**src/rtl/uart_tx_fifo.sv**
```systemverilog
// Byte queue in front of UART_TX: buffers host writes and launches one byte at a time,
// pacing launches on the transmitter's Main_TX_Active handshake.
module uart_tx_fifo #(
    parameter int DEPTH         = 16,
    parameter int ADDR_WIDTH    = 4,
    parameter int START_TIMEOUT = 8
) (
    input  logic                  Clock,
    input  logic                  Reset_N,
    input  logic                  Write_Enable,
    input  logic [7:0]            Write_Byte,
    output logic                  FIFO_Full,
    output logic                  FIFO_Empty,
    output logic [ADDR_WIDTH:0]   Count,
    output logic                  Overflow,
    output logic                  Send_Error,
    output logic                  Busy,
    output logic                  TX_Send,
    output logic [7:0]            Input_Byte,
    input  logic                  TX_Active,
    output logic [1:0]            Fsm_State
);

    // Handshake: TX_Send is a one-cycle request; the transmitter acknowledges by raising
    // TX_Active within START_TIMEOUT clocks and signals completion by dropping it.
    localparam logic [1:0] IDLE        = 2'd0;
    localparam logic [1:0] LAUNCH      = 2'd1;
    localparam logic [1:0] WAIT_ACTIVE = 2'd2;
    localparam logic [1:0] WAIT_DONE   = 2'd3;

    localparam int TW = $clog2(START_TIMEOUT + 1);
    localparam logic [TW-1:0]       TIMEOUT_LAST = TW'(START_TIMEOUT - 1);
    localparam logic [ADDR_WIDTH:0] DEPTH_CNT    = (ADDR_WIDTH + 1)'(DEPTH);

    logic [7:0]            mem [DEPTH];
    logic [ADDR_WIDTH-1:0] wr_ptr;
    logic [ADDR_WIDTH-1:0] rd_ptr;
    logic [TW-1:0]         timer;
    logic                  pop;
    logic                  push;
    logic [ADDR_WIDTH:0]   count_next;

    // A pop frees a slot in the same cycle, so a full queue still accepts a write then.
    assign pop  = (Fsm_State == IDLE) && !FIFO_Empty;
    assign push = Write_Enable && (!FIFO_Full || pop);

    always_comb begin
        count_next = Count;
        if (push && !pop) begin
            count_next = Count + 1'b1;
        end else if (pop && !push) begin
            count_next = Count - 1'b1;
        end
    end

    always_ff @(posedge Clock) begin
        if (push) begin
            mem[wr_ptr] <= Write_Byte;
        end
    end

    always_ff @(posedge Clock or negedge Reset_N) begin
        if (!Reset_N) begin
            wr_ptr     <= '0;
            rd_ptr     <= '0;
            Count      <= '0;
            FIFO_Full  <= 1'b0;
            FIFO_Empty <= 1'b1;
            Overflow   <= 1'b0;
            Send_Error <= 1'b0;
            Busy       <= 1'b0;
            TX_Send    <= 1'b0;
            Input_Byte <= 8'h00;
            timer      <= '0;
            Fsm_State  <= IDLE;
        end else begin
            Count      <= count_next;
            FIFO_Full  <= (count_next == DEPTH_CNT);
            FIFO_Empty <= (count_next == '0);
            Overflow   <= Write_Enable && FIFO_Full && !pop;
            Send_Error <= 1'b0;
            TX_Send    <= 1'b0;
            if (push) begin
                wr_ptr <= wr_ptr + 1'b1;
            end
            if (pop) begin
                rd_ptr <= rd_ptr + 1'b1;
            end
            case (Fsm_State)
                IDLE: begin
                    if (pop) begin
                        Input_Byte <= mem[rd_ptr];
                        TX_Send    <= 1'b1;
                        Busy       <= 1'b1;
                        Fsm_State  <= LAUNCH;
                    end
                end
                LAUNCH: begin
                    timer     <= '0;
                    Fsm_State <= WAIT_ACTIVE;
                end
                WAIT_ACTIVE: begin
                    if (TX_Active) begin
                        Fsm_State <= WAIT_DONE;
                    end else if (timer == TIMEOUT_LAST) begin
                        // The transmitter never answered; the byte is dropped, not re-queued.
                        Send_Error <= 1'b1;
                        Busy       <= 1'b0;
                        Fsm_State  <= IDLE;
                    end else begin
                        timer <= timer + 1'b1;
                    end
                end
                WAIT_DONE: begin
                    if (!TX_Active) begin
                        Busy      <= 1'b0;
                        Fsm_State <= IDLE;
                    end
                end
                default: begin
                    Busy      <= 1'b0;
                    Fsm_State <= IDLE;
                end
            endcase
        end
    end

endmodule

```
**config.mk**
```make
export PLATFORM = sky130hd
export DESIGN_NAME = uart_tx_fifo
export DESIGN_NICKNAME = d
export VERILOG_FILES = /design/src/rtl/uart_tx_fifo.sv
export SDC_FILE = /design/constraint.sdc
export NUM_CORES = 1
export LEC_CHECK = 0
export ABC_AREA = 1
export CAP_MARGIN = 20
export CORE_MARGIN = 2
export CORE_UTILIZATION = 60
export DETAILED_ROUTE_END_ITERATION = 8
export PLACE_DENSITY = 0.88
export RECOVER_POWER = 50
export SETUP_SLACK_MARGIN = 0.4
export SLEW_MARGIN = 10
export SYNTH_ARGS = -nofsm -noshare
export SYNTH_HDL_FRONTEND = slang
export SYNTH_SLANG_ARGS = --single-unit
```
**constraint.sdc**
```tcl
create_clock -name Clock -period 2.25 [get_ports Clock]
set_input_delay 0.45 -clock Clock [delete_from_list [all_inputs] [get_ports Clock]]
set_output_delay 0.45 -clock Clock [all_outputs]
set_load 0.02 [all_outputs]
```
Word level (Yosys, flattened, before mapping)
Memory sizes are Yosys's and may differ from the RTL's. A register that Yosys moved wholly into a read port is not among the register bits.
Cells that the tools add are included.
- add/sub/neg operators: 5
- equal/unequal tests: 11
- multiplexer cells: 22
- reductions and logical operators: 20
- operator list (cell ; count):
    4-bit by 1-bit adder with 4-bit output (second input constant) ; 3
    1-bit 2-to-1 mux ; 11
    5-bit 2-to-1 mux ; 2
    2-bit inequality test (second input constant) ; 5
    2-bit 2-to-1 mux ; 4
    4-bit 2-to-1 mux ; 2
    2-bit case mux with 4 select lines ; 1
    4-bit case mux with 2 select lines ; 1
    1-bit logical AND ; 6
    3-bit AND reduction ; 2
    5-bit by 1-bit adder with 5-bit output (second input constant) ; 1
    5-bit == test (second input constant) ; 1
    1-bit zero test ; 5
    5-bit zero test ; 1
    5-bit AND reduction ; 1
    5-bit by 1-bit subtractor with 5-bit output (second input constant) ; 1
    2-bit == test (second input constant) ; 2
    4-bit by 3-bit == test with 1-bit output (second input constant) ; 1
    3-bit inequality test (second input constant) ; 1
    1-bit case mux with 3 select lines ; 1
    3-bit nonzero test ; 1
    2-bit by 1-bit == test with 1-bit output (second input constant) ; 1
    2-bit zero test ; 1
    2-bit AND reduction ; 1
    other kinds (2) ; 2
- register bits after elaboration: 25
- memory bits (writable): 128
- input port bits: 12
- output and inout port bits: 21
- word-level logic and storage cells: 70
- memories: 1
- memory list (memory ; depth ; bits a word ; read ports ; clocked after Yosys merged registers in ; wr ports ; line ; text):
    mem ; 16 ; 8 ; 1 ; 1 ; 1 ; 35 ; logic [7:0] mem [DEPTH];

Logic depth before layout (Yosys ltp)
Gate-level depths: netlist of run 1.
- word-level depth: 9
- mapped depth: 11
- mapped depth without buffers: 11

Worst setup path after synthesis of run 1
OpenSTA, ideal clock, no wires.
- path type: register to register
- start point: reg Fsm_State[0]
- end point: mem mem[11][0] (enable)
- setup time: 0.370 ns
- arrival time: 1.737 ns
- data required time: 1.880 ns
- slack: 0.142 ns
- stages on the path, launching flop included: 7
- path buffers: 0
- clock period less this slack: 2.108 ns
- cells stage by stage: dfrtp_1 -> inv_1 -> ha_1 -> nand2_4 -> a21oi_4 -> nand2_1 -> nor2_1
- word-level cells in the longest chain between the ends: 6
- RTL lines (element ; line ; text):
    start: declaration ; 21 ; output logic [1:0] Fsm_State
    start signal: assignment ; 75 ; Fsm_State <= IDLE;
    start signal: assignment ; 95 ; Fsm_State <= LAUNCH;
    start signal: assignment ; 100 ; Fsm_State <= WAIT_ACTIVE;
    2-bit zero test ; 44 ; assign pop = (Fsm_State == IDLE) && !FIFO_Empty;
    1-bit logical AND ; 44 ;
    1-bit logical OR ; 45 ; assign push = Write_Enable && (!FIFO_Full || pop);
    1-bit logical AND ; 45 ;
    1-bit 2-to-1 mux ; 57 ; if (push) begin
    1-bit 2-to-1 mux (implied by the code) ; 58 ; mem[wr_ptr] <= Write_Byte;
    end: declaration ; 35 ;
No other way between the ends.

Worst setup path in the final report of run 1
- start point: reg Fsm_State[0]
- end point: mem mem[15][2] (enable)
Same word-level chain as after synthesis.

==> results of run 1 <==
## critical path, delay by kind of cell, from the launching register on
kind | cells | cell delay (ps)
flip-flops | 1 | 420
AND/OR/NAND/NOR | 3 | 450
adder cells (fa/ha/maj) | 1 | 200
buffers and inverters | 2 | 330
AO/OA/AOI/OAI | 1 | 170
## sequential cells by signal (all words and copies together), names as in the netlist, 2 cells and up
register	flops
Fsm_State	2
Count	5
mem	128
rd_ptr	4
Input_Byte	8
wr_ptr	4
timer	4
## metal layers
| layer | vias up | track usage | wire (µm) |
|---|---|---|---|
| li1 | 2180 | - | - |
| met1 | 2298 | 0.356 | 6370 |
| met2 | 277 | 0.452 | 8220 |
| met3 | 62 | 0.0738 | 1490 |
| met4 | 0 | 0.109 | 651 |
| met5 | - | 0 | 0 |
## layout by cell type (no fill, tap or decap), types with 9 or more instances in the layout
| cell type | netlist | routed |
|---|---|---|
| sky130_fd_sc_hd__buf_4 | 11 | 14 |
| sky130_fd_sc_hd__a21oi_1 | 21 | 21 |
| sky130_fd_sc_hd__dfrtp_1 | 32 | 29 |
| sky130_fd_sc_hd__a21boi_0 | 15 | 15 |
| sky130_fd_sc_hd__nor2_4 | 3 | 18 |
| sky130_fd_sc_hd__o21ai_0 | 9 | 9 |
| sky130_fd_sc_hd__dlygate4sd3_1 | 0 | 9 |
| sky130_fd_sc_hd__clkbuf_16 | 0 | 17 |
| sky130_fd_sc_hd__nand2_1 | 184 | 180 |
| sky130_fd_sc_hd__clkbuf_1 | 2 | 13 |
| sky130_fd_sc_hd__edfxtp_1 | 128 | 128 |
| sky130_fd_sc_hd__o211ai_1 | 16 | 16 |
| sky130_fd_sc_hd__nand3_1 | 67 | 67 |
| sky130_fd_sc_hd__nor2_1 | 24 | 9 |
| sky130_fd_sc_hd__ha_1 | 13 | 12 |
| sky130_fd_sc_hd__dlygate4sd2_1 | 0 | 18 |
| sky130_fd_sc_hd__inv_1 | 24 | 23 |
## cell type report
| type | instances | area (µm²) |
|---|---|---|
| fillers | 690 | 3160 |
| clock inverters | 14 | 143 |
| multi-input cells | 382 | 2130 |
| well taps | 143 | 179 |
| clock buffers | 18 | 429 |
| repair buffers | 60 | 484 |
| flip-flops and latches | 161 | 4670 |
| inverters | 31 | 120 |
## stage by stage
stage	util	power [mW]
after floorplan	-	6.99
after global placement	0.665	7.95
after detailed placement	0.665	8.18
after CTS	0.720	11.0
after global routing	0.720	11.8
final	0.720	11.2
## kinds of logic after synthesis
group | synth area share
and+or+nand+nor | 0.186
DFF | 0.678
AOI/OAI and AO/OA | 0.0611
buffers and inverters | 0.0391
adders and majority gates | 0.0236
xor gates and xnor gates | 0.0114
## report_power, final
group | internal, mW | switching, mW
clock network | 1.56 | 1.25
registers | 3.73 | 0.375
logic | 1.38 | 2.94
total | 6.67 | 4.56
## worst paths after layout
kind	start	to	slack [ps]	cells after the start
min in group asynchronous	Reset_N	Send_Error$_DFF_PN0_	670	2
max in group asynchronous	Reset_N	rd_ptr[0]$_DFFE_PN0P_	960	2
hold / removal	Input_Byte[6]$_DFFE_PN0P_	Input_Byte[6]$_DFFE_PN0P_	490	2
setup / recovery	Fsm_State[0]$_DFFE_PN0P_	mem[15][2]$_DFFE_PP_	350	7
hold reg to reg	Input_Byte[6]$_DFFE_PN0P_	Input_Byte[6]$_DFFE_PN0P_	490	2
setup reg to reg	Fsm_State[0]$_DFFE_PN0P_	mem[15][2]$_DFFE_PP_	350	7
## what timing repair did
| item | in CTS | in global routing |
|---|---|---|
| setup endpoints to repair | 146 | 135 |
| buffers inserted | 5 | 7 |
| pin swaps | 3 | 4 |
| cloned | 0 | 0 |
| resized for setup | 20 | 6 |
| endpoints found under the hold margin | 0 | 0 |
==> impl_metrics.json, run 1 <==
{
  "pre_cts_ws_ps": 65.0,
  "clock-skew-final_ps": 13.2,
  "grt_antenna_before_repair": 0,
  "maxSlewHeadroom": 0.409,
  "drt.antenna.violating_nets": 0,
  "insertion_delay_ps": 440,
  "cts_tree": "yes",
  "holdCritPathClass": "register to register",
  "finalSetupViolCount": 0,
  "routed_via_density": 5.95,
  "num-nets-final": 678,
  "critPathKind": "register to register",
  "numPortBuffers": 32,
  "synthToLayoutAreaGrowth_pct": 18.5,
  "mappedNetlistArea_um2": 6890,
  "drc": 0,
  "grt.overflow.total": 0,
  "start_kind": "register",
  "synthFlopType": "sky130_fd_sc_hd__edfxtp_1",
  "synth_warnings": 0,
  "mappedNetlistNets": 622,
  "grt_max_degree": 66,
  "crit_path_cell_trace": "clkinvlp_2 -> ha_4 -> nand2_8 -> a21oi_4 -> buf_12 -> nand2_4 -> nor2_4",
  "rsz0062_at_grt": "true",
  "floorplan.io_pins": 33,
  "max_stage_delay_ps": 420,
  "detailedRoute.firstIterationViolations": 587,
  "cts_htree_levels": 4,
  "synth_edf_count": 128,
  "vdd_ir_drop_max_mv": 1.24,
  "final_max_slew_viol_count": 0,
  "timing.setup.tns_ps": 0,
  "post-synth-top-count-cell": "sky130_fd_sc_hd__nand2_1",
  "cts_hold_repair.buffers": 0,
  "hpwl_um": 10600,
  "top_achievable_clock_speed_ghz": 0.528,
  "placed_cells": 765,
  "number_of_max_cap_violations": 0,
  "grt_first_pass_wirelength_um": 25300,
  "fin_crit_ps": 1900,
  "synthesis.instances": 597,
  "setup_slack_ps": 354,
  "mean_post_synth_cell_area_um2": 11.5,
  "p_per_area_nw_per_um2": 1380,
  "clk_pin_slew_worst_paths_ps": 60,
  "grt_pass1_vias": 4733,
  "worst_margin_slew_ps": 887,
  "synth.largest_area_cell": "sky130_fd_sc_hd__edfxtp_1",
  "grt_use_total": 0.276,
  "post_drt_wl_per_cell_um": 20.7,
  "drt_first_pass_iters": 5,
  "wl_um": 16700,
  "worst-endpoint-required_ps": 2370,
  "row_count": 39,
  "post-route-period-util": 0.842,
  "cp-end-kind": "register",
  "tritoncts.num_buffers": 17,
  "design.die.area_um2": 12300,
  "instances_no_fill": 809,
  "die_h_um": 111,
  "die_width_um": 111,
  "power.leakage_nw": 3.19,
  "num_vias": 4817,
  "fraction_of_the_yosys_area_taken_by_sequential_cells": 0.678,
  "core_um2": 11300,
  "synthTopCellsByCount": "sky130_fd_sc_hd__nand2_1, sky130_fd_sc_hd__edfxtp_1, sky130_fd_sc_hd__nand3_1",
  "antenna-diode-count": 0,
  "flip_flop_and_latch_count_after_synthesis": 161,
  "synthTopCellsByArea": "sky130_fd_sc_hd__edfxtp_1, sky130_fd_sc_hd__dfrtp_1, sky130_fd_sc_hd__nand2_1",
  "initial_utilization": 0.608,
  "synth_cell_type_count": 32,
  "design_area_um2": 8160,
  "gp_congestion": 0.968,
  "ctsRootBufferMaster": "sky130_fd_sc_hd__clkbuf_16",
  "outcome": "complete, no violations",
  "crit_slowest_cell": "sky130_fd_sc_hd__dfrtp_2",
  "drive_above_1_share": 0.144,
  "synth_top_area_frac": 0.558,
  "dpl_cell_area_um2": 7530,
  "fin_hold_ws_ps": 492,
  "clock_path_buffers": 2,
  "final-hold-violation-count": 0,
  "path_max_fanout": 8,
  "cts.sink_count": 161,
  "crit_arrival_ps": 2010,
  "ys_async_sr_fraction": 0.205
}
Power figures use the tool's default switching activity.
==> run 2, diff against run 1 <==
==> constraint.sdc (replaced) <==
create_clock -name Clock -period 1.8 [get_ports Clock]
set_input_delay 0.36 -clock Clock [delete_from_list [all_inputs] [get_ports Clock]]
set_output_delay 0.36 -clock Clock [all_outputs]
set_load 0.02 [all_outputs]
==> impl_metrics.json, run 2 (synthesis results as in run 1) <==
{
  "comb_power_share": 0.491,
  "timing.setup.tns_ps": -108,
  "final-hold-violation-count": 0,
  "cts.sink_count": 161,
  "maxSlewHeadroom": 0.295,
  "core_um2": 11300,
  "drt_first_pass_iters": 6,
  "grt_use_total": 0.367,
  "numPortBuffers": 32,
  "detailedRoute.firstIterationViolations": 928,
  "reg.largest.list": "mem (128), Input_Byte (8), Count (5)",
  "grt_antenna_before_repair": 0,
  "drc": 0,
  "drt.antenna.violating_nets": 0,
  "clock-skew-final_ps": 17.8,
  "wl_um": 25500,
  "tritoncts.num_buffers": 17,
  "vdd_ir_drop_max_mv": 1.60,
  "critPathKind": "register to register",
  "power.leakage_nw": 3.56,
  "cp-end-kind": "register",
  "post-route-period-util": 1.06,
  "grt.overflow.total": 0,
  "antenna-diode-count": 0,
  "most-common-layout-cells": "sky130_fd_sc_hd__nand2_1, sky130_fd_sc_hd__edfxtp_1, sky130_fd_sc_hd__nand3_1",
  "hold-path-endpoint": "Input_Byte[3]$_DFFE_PN0P_",
  "holdCritPathClass": "register to register",
  "floorplan.io_pins": 33,
  "finalSetupViolCount": 2,
  "failing_checks": "setup timing",
  "design_area_um2": 9190,
  "largest_register_ffs": 128,
  "num-nets-final": 726,
  "cts_tree": "yes",
  "synthToLayoutAreaGrowth_pct": 33.4,
  "crit_arrival_ps": 2230,
  "seq_power_share": 0.294,
  "reg2reg_depth": 9,
  "die_h_um": 111,
  "dpl_cell_area_um2": 7630,
  "design.die.area_um2": 12300,
  "cts_htree_levels": 4,
  "drive_above_1_share": 0.331,
  "fillCellCount": 550,
  "crit_slowest_cell": "sky130_fd_sc_hd__dfrtp_2",
  "clk_pin_slew_worst_paths_ps": 70,
  "path_max_fanout": 4,
  "totalPowerFinal_mw": 17.9,
  "max_stage_delay_ps": 450,
  "hp-start": "Input_Byte[3]$_DFFE_PN0P_",
  "cts_hold_repair.buffers": 0,
  "clock_path_buffers": 2,
  "hpwl_um": 10400,
  "outcome": "finished, violations left",
  "gp_congestion": 0.911,
  "row_count": 39,
  "grt_first_pass_wirelength_um": 33300,
  "grt_pass1_vias": 5567,
  "final_max_slew_viol_count": 0,
  "start_kind": "register",
  "die_width_um": 111,
  "crit_path_cell_trace": "inv_1 -> ha_4 -> nand3_1 -> nand2_1 -> nand2_1 -> nand2_4 -> nand3_1 -> o21ai_2 -> nor2_4",
  "worst_margin_slew_ps": 1060,
  "fin_crit_ps": 1900,
  "pre_cts_ws_ps": -102,
  "p_per_area_nw_per_um2": 1950,
  "top_register": "mem",
  "timing.rr.start": "Count[1]$_DFF_PN0_",
  "top_achievable_clock_speed_ghz": 0.526,
  "ctsRootBufferMaster": "sky130_fd_sc_hd__clkbuf_16",
  "rsz0062_at_grt": "true",
  "insertion_delay_ps": 450,
  "min_path_cells": 2,
  "share_clk_of_total_power": 0.214,
  "worst-endpoint-required_ps": 2120,
  "fin_hold_ws_ps": 485,
  "sw_frac_of_total": 0.427,
  "net-switching-power_mw": 7.64,
  "grt_max_degree": 34,
  "layout.cells.most_common": "sky130_fd_sc_hd__nand2_1",
  "post_drt_wl_per_cell_um": 29.8,
  "internal_power_component_mw": 10.2,
  "routed_via_density": 6.90,
  "num_vias": 5903,
  "timing.reg2reg.setup_slack_ps": -100,
  "number_of_max_cap_violations": 0,
  "initial_utilization": 0.608,
  "setup_slack_ps": -103,
  "crit-reg2reg-capture": "FIFO_Full$_DFF_PN0_"
}
## run 2: changes by cell type in the layout (fill, tap and decap cells not counted), sizes merged
cell / before / now
buf: 17 / 73
bufinv: 1 / 4
clkinvlp: 2 / 1
inv: 38 / 31
clkdlybuf4s50: 3 / 2
clkinv: 4 / 8
dlygate4sd2: 18 / 0
clkbuf: 31 / 42
## run 2: how the worst max path moves through the flow
stage                        startpoint                   to  slack, ps
2_1_floorplan  Fsm_State[0]$_DFFE_PN0P_  mem[7][0]$_DFFE_PP_        -30
3_3_place_gp               Write_Enable  mem[7][1]$_DFFE_PP_        -80
3_5_place_dp               Write_Enable  mem[3][0]$_DFFE_PP_       -100
4_1_cts        Fsm_State[0]$_DFFE_PN0P_  mem[3][0]$_DFFE_PP_        100
5_1_grt              Count[1]$_DFF_PN0_  FIFO_Full$_DFF_PN0_        -90
6_report             Count[1]$_DFF_PN0_  FIFO_Full$_DFF_PN0_       -100
## run 2: power groups by stage
stage | Sequential, mW | Combinational [mW] | Clock (mW)
after floorplan | 5.25 | 3.49 | 0
after global placement | 5.12 | 4.98 | 0
after detailed placement | 5.14 | 5.21 | 0
after CTS | 5.10 | 6.89 | 3.69
after global routing | 5.26 | 9.04 | 3.90
final | 5.27 | 8.78 | 3.84
## run 2: critical path, delay by kind of cell (launching register included)
family,cells,cell delay [ps]
buffers and inverters,1,180
flip-flops,1,450
AO/OA/AOI/OAI,1,150
adder cells (fa/ha/maj),1,200
AND/OR/NAND/NOR,6,800
## run 2: what timing repair did
action / CTS / global route
hold endpoints to repair: 0 / 0
gates resized for setup: 169 / 89
pin swaps: 44 / 34
gates cloned: 7 / 0
setup buffers: 24 / 19
setup endpoints to repair: 174 / 164
## run 2: layer usage
layer	global-route usage	vias to the layer above	share of wire
li1	-	2280	-
met1	0.463	2751	0.31
met2	0.588	668	0.46
met3	0.0946	202	0.14
met4	0.199	2	0.086
met5	0	-	0.0016
## run 2: stage by stage
stage                     instances  utilization
after CTS                       837        0.778
after floorplan                 597            -
after global placement          775        0.674
after global routing            856        0.811
final                           856        0.811
after detailed placement        775        0.674
## run 2: cell type report
cell class              instances  area [µm²]  share of cell area
inverters                      31         131              0.0143
multi-input cells             382        2510               0.273
clock inverters                13         169              0.0184
well taps                     143         179              0.0195
flip-flops and latches        161        4680               0.510
clock buffers                  18         429              0.0467
repair buffers                108        1090               0.118
